==> src/rtl/sram_port_arb_if.sv <==
// Bus bundle between the ICB host slave, the accelerator engine and the
// single-port SRAM macro. The arbiter takes the slave view; the agents and
// the memory that surround it take the master view.
interface sram_port_arb_if #(
    parameter int AW = 13,
    parameter int DW = 32
) ();
    logic          host_wr_en;
    logic [AW-1:0] host_wr_addr;
    logic [DW-1:0] host_wr_data;
    logic          host_rd_en;
    logic [AW-1:0] host_rd_addr;
    logic [DW-1:0] host_rd_data;

    logic          eng_req;
    logic          eng_we;
    logic [AW-1:0] eng_addr;
    logic [DW-1:0] eng_wdata;
    logic          eng_gnt;
    logic          eng_rvalid;
    logic [DW-1:0] eng_rdata;

    logic          mem_en;
    logic          mem_we;
    logic [AW-1:0] mem_addr;
    logic [DW-1:0] mem_wdata;
    logic [DW-1:0] mem_rdata;

    modport slave (
        input  host_wr_en, host_wr_addr, host_wr_data, host_rd_en, host_rd_addr,
        output host_rd_data,
        input  eng_req, eng_we, eng_addr, eng_wdata,
        output eng_gnt, eng_rvalid, eng_rdata,
        output mem_en, mem_we, mem_addr, mem_wdata,
        input  mem_rdata
    );

    modport master (
        output host_wr_en, host_wr_addr, host_wr_data, host_rd_en, host_rd_addr,
        input  host_rd_data,
        output eng_req, eng_we, eng_addr, eng_wdata,
        input  eng_gnt, eng_rvalid, eng_rdata,
        input  mem_en, mem_we, mem_addr, mem_wdata,
        output mem_rdata
    );
endinterface

==> src/rtl/sram_port_arb.sv <==
// Single-port SRAM arbiter: the host always wins the port in the cycle it
// asks; the engine gets whatever cycles the host leaves free. Read data is
// steered back to whoever issued the read one cycle earlier, tracked by a
// small owner register. Starvation and conflict statistics are kept for
// software visibility.
module sram_port_arb #(
    parameter int AW         = 13,
    parameter int DW         = 32,
    parameter int STARVE_MAX = 16
) (
    input  logic          clk,
    input  logic          rst_n,
    sram_port_arb_if.slave bus,
    output logic          host_err,
    output logic          starve_flag,
    output logic [15:0]   conflict_cnt
);
    localparam logic [1:0] OWN_NONE = 2'd0;
    localparam logic [1:0] OWN_HOST = 2'd1;
    localparam logic [1:0] OWN_ENG  = 2'd2;

    localparam int             WCW      = $clog2(STARVE_MAX + 1);
    localparam logic [WCW-1:0] WAIT_MAX = WCW'(STARVE_MAX);

    logic          host_act_s;
    logic          gnt_s;
    logic          mem_en_s;
    logic          mem_we_s;
    logic [AW-1:0] mem_addr_s;
    logic [DW-1:0] mem_wdata_s;
    logic [1:0]    owner_nxt_s;
    logic [DW-1:0] host_rd_data_s;
    logic          eng_rvalid_s;
    logic [DW-1:0] eng_rdata_s;

    logic [1:0]     rd_owner_r;
    logic [WCW-1:0] wait_cnt_r;
    logic           starve_r;
    logic [15:0]    conflict_r;

    // Port arbitration: host first, engine only in host-free cycles. Outputs
    // are forced low while reset is asserted so nothing leaks to the macro.
    always_comb begin
        host_act_s  = bus.host_wr_en | bus.host_rd_en;
        gnt_s       = 1'b0;
        mem_en_s    = 1'b0;
        mem_we_s    = 1'b0;
        mem_addr_s  = {AW{1'b0}};
        mem_wdata_s = {DW{1'b0}};
        owner_nxt_s = OWN_NONE;
        if (!rst_n) begin
            gnt_s = 1'b0;
        end else if (bus.host_wr_en) begin
            // A simultaneous host read is dropped; the write wins.
            mem_en_s    = 1'b1;
            mem_we_s    = 1'b1;
            mem_addr_s  = bus.host_wr_addr;
            mem_wdata_s = bus.host_wr_data;
        end else if (bus.host_rd_en) begin
            mem_en_s    = 1'b1;
            mem_addr_s  = bus.host_rd_addr;
            owner_nxt_s = OWN_HOST;
        end else if (bus.eng_req) begin
            gnt_s       = 1'b1;
            mem_en_s    = 1'b1;
            mem_we_s    = bus.eng_we;
            mem_addr_s  = bus.eng_addr;
            mem_wdata_s = bus.eng_wdata;
            owner_nxt_s = bus.eng_we ? OWN_NONE : OWN_ENG;
        end else begin
            gnt_s = 1'b0;
        end
    end

    // Read return steering based on who issued last cycle's read.
    always_comb begin
        host_rd_data_s = {DW{1'b0}};
        eng_rvalid_s   = 1'b0;
        eng_rdata_s    = {DW{1'b0}};
        case (rd_owner_r)
            OWN_HOST: host_rd_data_s = bus.mem_rdata;
            OWN_ENG: begin
                eng_rvalid_s = 1'b1;
                eng_rdata_s  = bus.mem_rdata;
            end
            default: host_rd_data_s = {DW{1'b0}};
        endcase
    end

    // Read-owner tracking, one entry for the single outstanding SRAM read.
    always_ff @(posedge clk or negedge rst_n) begin
        if (!rst_n) begin
            rd_owner_r <= OWN_NONE;
        end else begin
            rd_owner_r <= owner_nxt_s;
        end
    end

    // Engine wait counter (saturating) and the starvation flag derived from it.
    always_ff @(posedge clk or negedge rst_n) begin
        if (!rst_n) begin
            wait_cnt_r <= {WCW{1'b0}};
            starve_r   <= 1'b0;
        end else begin
            starve_r <= (wait_cnt_r == WAIT_MAX);
            if (bus.eng_req && !gnt_s) begin
                if (wait_cnt_r != WAIT_MAX) begin
                    wait_cnt_r <= wait_cnt_r + WCW'(1);
                end else begin
                    wait_cnt_r <= wait_cnt_r;
                end
            end else begin
                wait_cnt_r <= {WCW{1'b0}};
            end
        end
    end

    // Saturating count of cycles the engine lost the port to the host.
    always_ff @(posedge clk or negedge rst_n) begin
        if (!rst_n) begin
            conflict_r <= 16'd0;
        end else if (bus.eng_req && host_act_s && (conflict_r != 16'hFFFF)) begin
            conflict_r <= conflict_r + 16'd1;
        end else begin
            conflict_r <= conflict_r;
        end
    end

    assign bus.eng_gnt      = gnt_s;
    assign bus.mem_en       = mem_en_s;
    assign bus.mem_we       = mem_we_s;
    assign bus.mem_addr     = mem_addr_s;
    assign bus.mem_wdata    = mem_wdata_s;
    assign bus.host_rd_data = host_rd_data_s;
    assign bus.eng_rvalid   = eng_rvalid_s;
    assign bus.eng_rdata    = eng_rdata_s;
    assign host_err         = rst_n & bus.host_wr_en & bus.host_rd_en;
    assign starve_flag      = starve_r;
    assign conflict_cnt     = conflict_r;
endmodule

==> src/flat_wrapper.sv <==
// flat-port wrapper written by rule: the top's interface ports become plain ports
module sram_port_arb_flat 
#(
    parameter int AW         = 13,
    parameter int DW         = 32,
    parameter int STARVE_MAX = 16
)
  (clk, rst_n, host_err, starve_flag, conflict_cnt, bus_host_wr_en, bus_host_wr_addr, bus_host_wr_data, bus_host_rd_en, bus_host_rd_addr, bus_host_rd_data, bus_eng_req, bus_eng_we, bus_eng_addr, bus_eng_wdata, bus_eng_gnt, bus_eng_rvalid, bus_eng_rdata, bus_mem_en, bus_mem_we, bus_mem_addr, bus_mem_wdata, bus_mem_rdata);
  sram_port_arb_if #(.AW(AW), .DW(DW)) bus_i ();
  input  logic clk;
  input  logic rst_n;
  output logic host_err;
  output logic starve_flag;
  output logic [15:0] conflict_cnt;
  input wire logic [$bits(bus_i.host_wr_en)-1:0] bus_host_wr_en;
  input wire logic [$bits(bus_i.host_wr_addr)-1:0] bus_host_wr_addr;
  input wire logic [$bits(bus_i.host_wr_data)-1:0] bus_host_wr_data;
  input wire logic [$bits(bus_i.host_rd_en)-1:0] bus_host_rd_en;
  input wire logic [$bits(bus_i.host_rd_addr)-1:0] bus_host_rd_addr;
  output wire logic [$bits(bus_i.host_rd_data)-1:0] bus_host_rd_data;
  input wire logic [$bits(bus_i.eng_req)-1:0] bus_eng_req;
  input wire logic [$bits(bus_i.eng_we)-1:0] bus_eng_we;
  input wire logic [$bits(bus_i.eng_addr)-1:0] bus_eng_addr;
  input wire logic [$bits(bus_i.eng_wdata)-1:0] bus_eng_wdata;
  output wire logic [$bits(bus_i.eng_gnt)-1:0] bus_eng_gnt;
  output wire logic [$bits(bus_i.eng_rvalid)-1:0] bus_eng_rvalid;
  output wire logic [$bits(bus_i.eng_rdata)-1:0] bus_eng_rdata;
  output wire logic [$bits(bus_i.mem_en)-1:0] bus_mem_en;
  output wire logic [$bits(bus_i.mem_we)-1:0] bus_mem_we;
  output wire logic [$bits(bus_i.mem_addr)-1:0] bus_mem_addr;
  output wire logic [$bits(bus_i.mem_wdata)-1:0] bus_mem_wdata;
  input wire logic [$bits(bus_i.mem_rdata)-1:0] bus_mem_rdata;
  assign bus_i.host_wr_en = bus_host_wr_en;
  assign bus_i.host_wr_addr = bus_host_wr_addr;
  assign bus_i.host_wr_data = bus_host_wr_data;
  assign bus_i.host_rd_en = bus_host_rd_en;
  assign bus_i.host_rd_addr = bus_host_rd_addr;
  assign bus_host_rd_data = bus_i.host_rd_data;
  assign bus_i.eng_req = bus_eng_req;
  assign bus_i.eng_we = bus_eng_we;
  assign bus_i.eng_addr = bus_eng_addr;
  assign bus_i.eng_wdata = bus_eng_wdata;
  assign bus_eng_gnt = bus_i.eng_gnt;
  assign bus_eng_rvalid = bus_i.eng_rvalid;
  assign bus_eng_rdata = bus_i.eng_rdata;
  assign bus_mem_en = bus_i.mem_en;
  assign bus_mem_we = bus_i.mem_we;
  assign bus_mem_addr = bus_i.mem_addr;
  assign bus_mem_wdata = bus_i.mem_wdata;
  assign bus_i.mem_rdata = bus_mem_rdata;
  sram_port_arb #(.AW(AW), .DW(DW), .STARVE_MAX(STARVE_MAX)) u_core (.clk(clk), .rst_n(rst_n), .bus(bus_i), .host_err(host_err), .starve_flag(starve_flag), .conflict_cnt(conflict_cnt));
endmodule
==> config.mk <==
export PLATFORM = sky130hd
export DESIGN_NAME = sram_port_arb_flat
export DESIGN_NICKNAME = d
export VERILOG_FILES = /design/src/rtl/sram_port_arb_if.sv /design/src/rtl/sram_port_arb.sv /design/src/flat_wrapper.sv
export SDC_FILE = /design/constraint.sdc
export NUM_CORES = 1
export LEC_CHECK = 0
export ABC_AREA = 0
export BUFFER_PORTS_ARGS = -buffer_cell sky130_fd_sc_hd__buf_2
export CAP_MARGIN = 30
export CORE_AREA = 10 10 96 98
export DETAILED_ROUTE_END_ITERATION = 12
export DIE_AREA = 0 0 106 108
export PLACE_DENSITY = 0.8
export SYNTH_ARGS = -nofsm -noshare
export SYNTH_HDL_FRONTEND = slang
export SYNTH_SLANG_ARGS = --single-unit
==> constraint.sdc <==
create_clock -name clk -period 2.8 [get_ports clk]
set_input_delay 0.7 -clock clk [delete_from_list [all_inputs] [get_ports clk]]
set_output_delay 0.7 -clock clk [all_outputs]
set_load 0.02 [all_outputs]
==> results.yml <==
setup_path:
  critPathKind: "primary input to output pin"
  crit_path_end_kind: "output pin"
  worstPathRequired_ns: 2.10
  startpoint_type: "primary input"
  arrival_ns: 1.98
  cp_max_fo: 12
power:
  cellPowerDensity_nw_per_um2: 341.9
  finalPower_w: 0.001281
  ir_drop_uv: 318.3
  p_leak_nw: 2.210
logic_synthesis:
  synth_cell_types: 35
  synth-seq-cells: 24
  ys.flop_type: "dfrtp_1"
  synth_largest_area_cell: "dfrtp_1"
  synth-edff-count: 0
  synth.top_cell.area_share_pct: 26.85
  synth_commonest_cells: "79 x and2_1, 32 x a22o_1, 24 x dfrtp_1"
  syn_nets: 422
  syn_avg_cell_area_um2: 8.047
  synth_seq_area_share_pct: 26.85
  syn_area_um2: 2237
  synth_cells: 278
  yosysMostFrequentCell: "and2_1"
  yosysWarnings: 0
  async_reset_ff_share_pct: 100.0
  netlist_top_cells_area: "dfrtp_1 27%, and2_1 22%, a22o_1 13%"
global_routing:
  antenna_found_initial: 1
  grt_pass1_vias: 3100
  overflow: 0
  grt_usage_pct: 18.67
  grt_pass1_wl_mm: 17.39
  grt_max_degree: 35
routing:
  routed_via_density: 4.888
  via_count: 3133
  m1WireLength_mm: 4.521
  routed.top_layer: "met4"
  dr.pass1.iters: 5
  wl_per_cell_um: 18.85
  drc: 0
  wl_met3_mm: 1.411
  wl_mm: 12.08
  wl_met2_mm: 5.956
  ant_nets: 0
  initialDrtViolationCount: 155
sta:
  period_minus_slack_ns: 2.680
  max_freq_mhz: 373.1
  post-route-period-util_pct: 95.72
  slew_violations: 0
  finalSetupTns_ns: 0
  hold_violations: 0
  maxSlewHeadroom_pct: 56.41
  rsz0062_at_grt: "false"
  report.final.setup_viol: 0
  tightest_slew_ns: 0.6479
  finalClockSkew_ns: 0.006984
  fin_ws_ns: 0.1199
placed_design:
  dp_slack_ns: -0.007391
  place.gp.congestion: 0.9015
  hpwlAfterDp_mm: 10.51
  io_buffers: 271
cts:
  worst_skew_pair.late_latency_ns: 0.27
  cts.clk_slew.worst_paths_ns: 0.09
  clock_sink_count: 24
  cts_resized: 1
  clockRootBuffer: "clkbuf_8"
  cts_tree: "done"
  cts_buffer_depth: 2
  post_cts_buffers: 0
  hold_buffers: 0
  h-tree-depth: 1
  cts_buffers: 3
run:
  cap_violations: 0
die:
  start_util_pct: 30.04
  dieArea_um2: 11450
  die-height_um: 108
  core_um2: 7447
  die_w_um: 106
  row_count: 32
  io_pins: 272
cells_and_area:
  syn2layout_area_growth_pct: 67.51
  drive_gt1_share_pct: 53.90
  final_core_util_pct: 50.32
  finalNetCount: 684
worst_hold_path:
  worst_hold_path_type: "primary input to asynchronous set/reset pin"
outcome:
  status: "finished, final reports clean"
final timing paths:
kind                       depth (start not counted)                      end  slack [ns]                   start
min reg2reg                                        1   u_core.conflict_cnt[0]        0.52  u_core.conflict_cnt[0]
max in group asynchronous                          2  u_core.conflict_cnt[15]        2.16                   rst_n
max                                                7         bus_mem_addr[11]        0.12             bus_eng_req
min                                                2       u_core.starve_flag        0.39                   rst_n
min in group clk                                   1   u_core.conflict_cnt[0]        0.52  u_core.conflict_cnt[0]
max reg2reg                                        5   u_core.conflict_cnt[5]        0.97  u_core.conflict_cnt[0]
state kept, by name, summed over array words and instances (netlist names):
| register | flops |
|---|---|
| u_core.starve_flag | 1 |
| u_core.rd_owner_r | 2 |
| u_core.wait_cnt_r | 5 |
| u_core.conflict_cnt | 16 |
critical path: stages:
cell and delay, ns:
buf_2 0.14, nor2b_1 0.31, buf_4 0.26, a22oi_1 0.08, o21ai_0 0.17, and2_1 0.15
buf_2 0.17
stage by stage:
stage / area (um2) / hold WS (ns) / instances
2_1_floorplan: 2237 / 0.4044 / 278
4_1_cts: 3741 / 0.3969 / 640
3_5_place_dp: 3699 / 0.5154 / 637
3_3_place_gp: 3699 / 0.5021 / 637
5_1_grt: 3745 / 0.3992 / 640
6_report: 3747 / 0.3938 / 641
where the power goes:
part / switching, W / internal, W
clock: 0.000110 / 0.0000965
sequential: 0.0000825 / 0.000403
combinational: 0.000339 / 0.000249
cell usage in the layout (no fill, tap or decap), drive strengths merged, types with 2 or more instances in the layout:
cell type and count:
nor4 5, a22o 32, dfrtp 24, a22oi 13, nor2 5, a31oi 2, buf 279, nand4 8
inv 4, o21a 2, clkbuf 3, and2 79, xnor2 7, o21ai 15, ha 3, nor3 8
nor2b 4, nand2 18, and3 2, nand3 6, xor2 8, mux2 2
logic make-up after synthesis:
kind of cell,count (synthesis),share of synthesized area [%]
and+or+nand+nor,140,36.97
buffers and inverters,26,4.586
adders and majority gates,3,1.678
muxes,3,1.454
DFF,24,26.85
xor gates and xnor gates,15,5.873
AOI/OAI and AO/OA,67,22.59
cell type report:
type	instances	area, um2
well taps	102	127.6
repair buffers	279	1420
fillers	724	3700
inverters	4	15.01
diodes	1	2.502
multi-input cells	228	1540
flip-flops and latches	24	600.6
clock buffers	3	41.29
layer usage:
layer	vias to the layer above	global-route usage [%]
li1	1505	-
met1	1429	20.60
met2	184	32.11
met3	15	8.804
met4	0	4.255
met5	-	0
No activity file was read; power rests on OpenSTA's default activity.
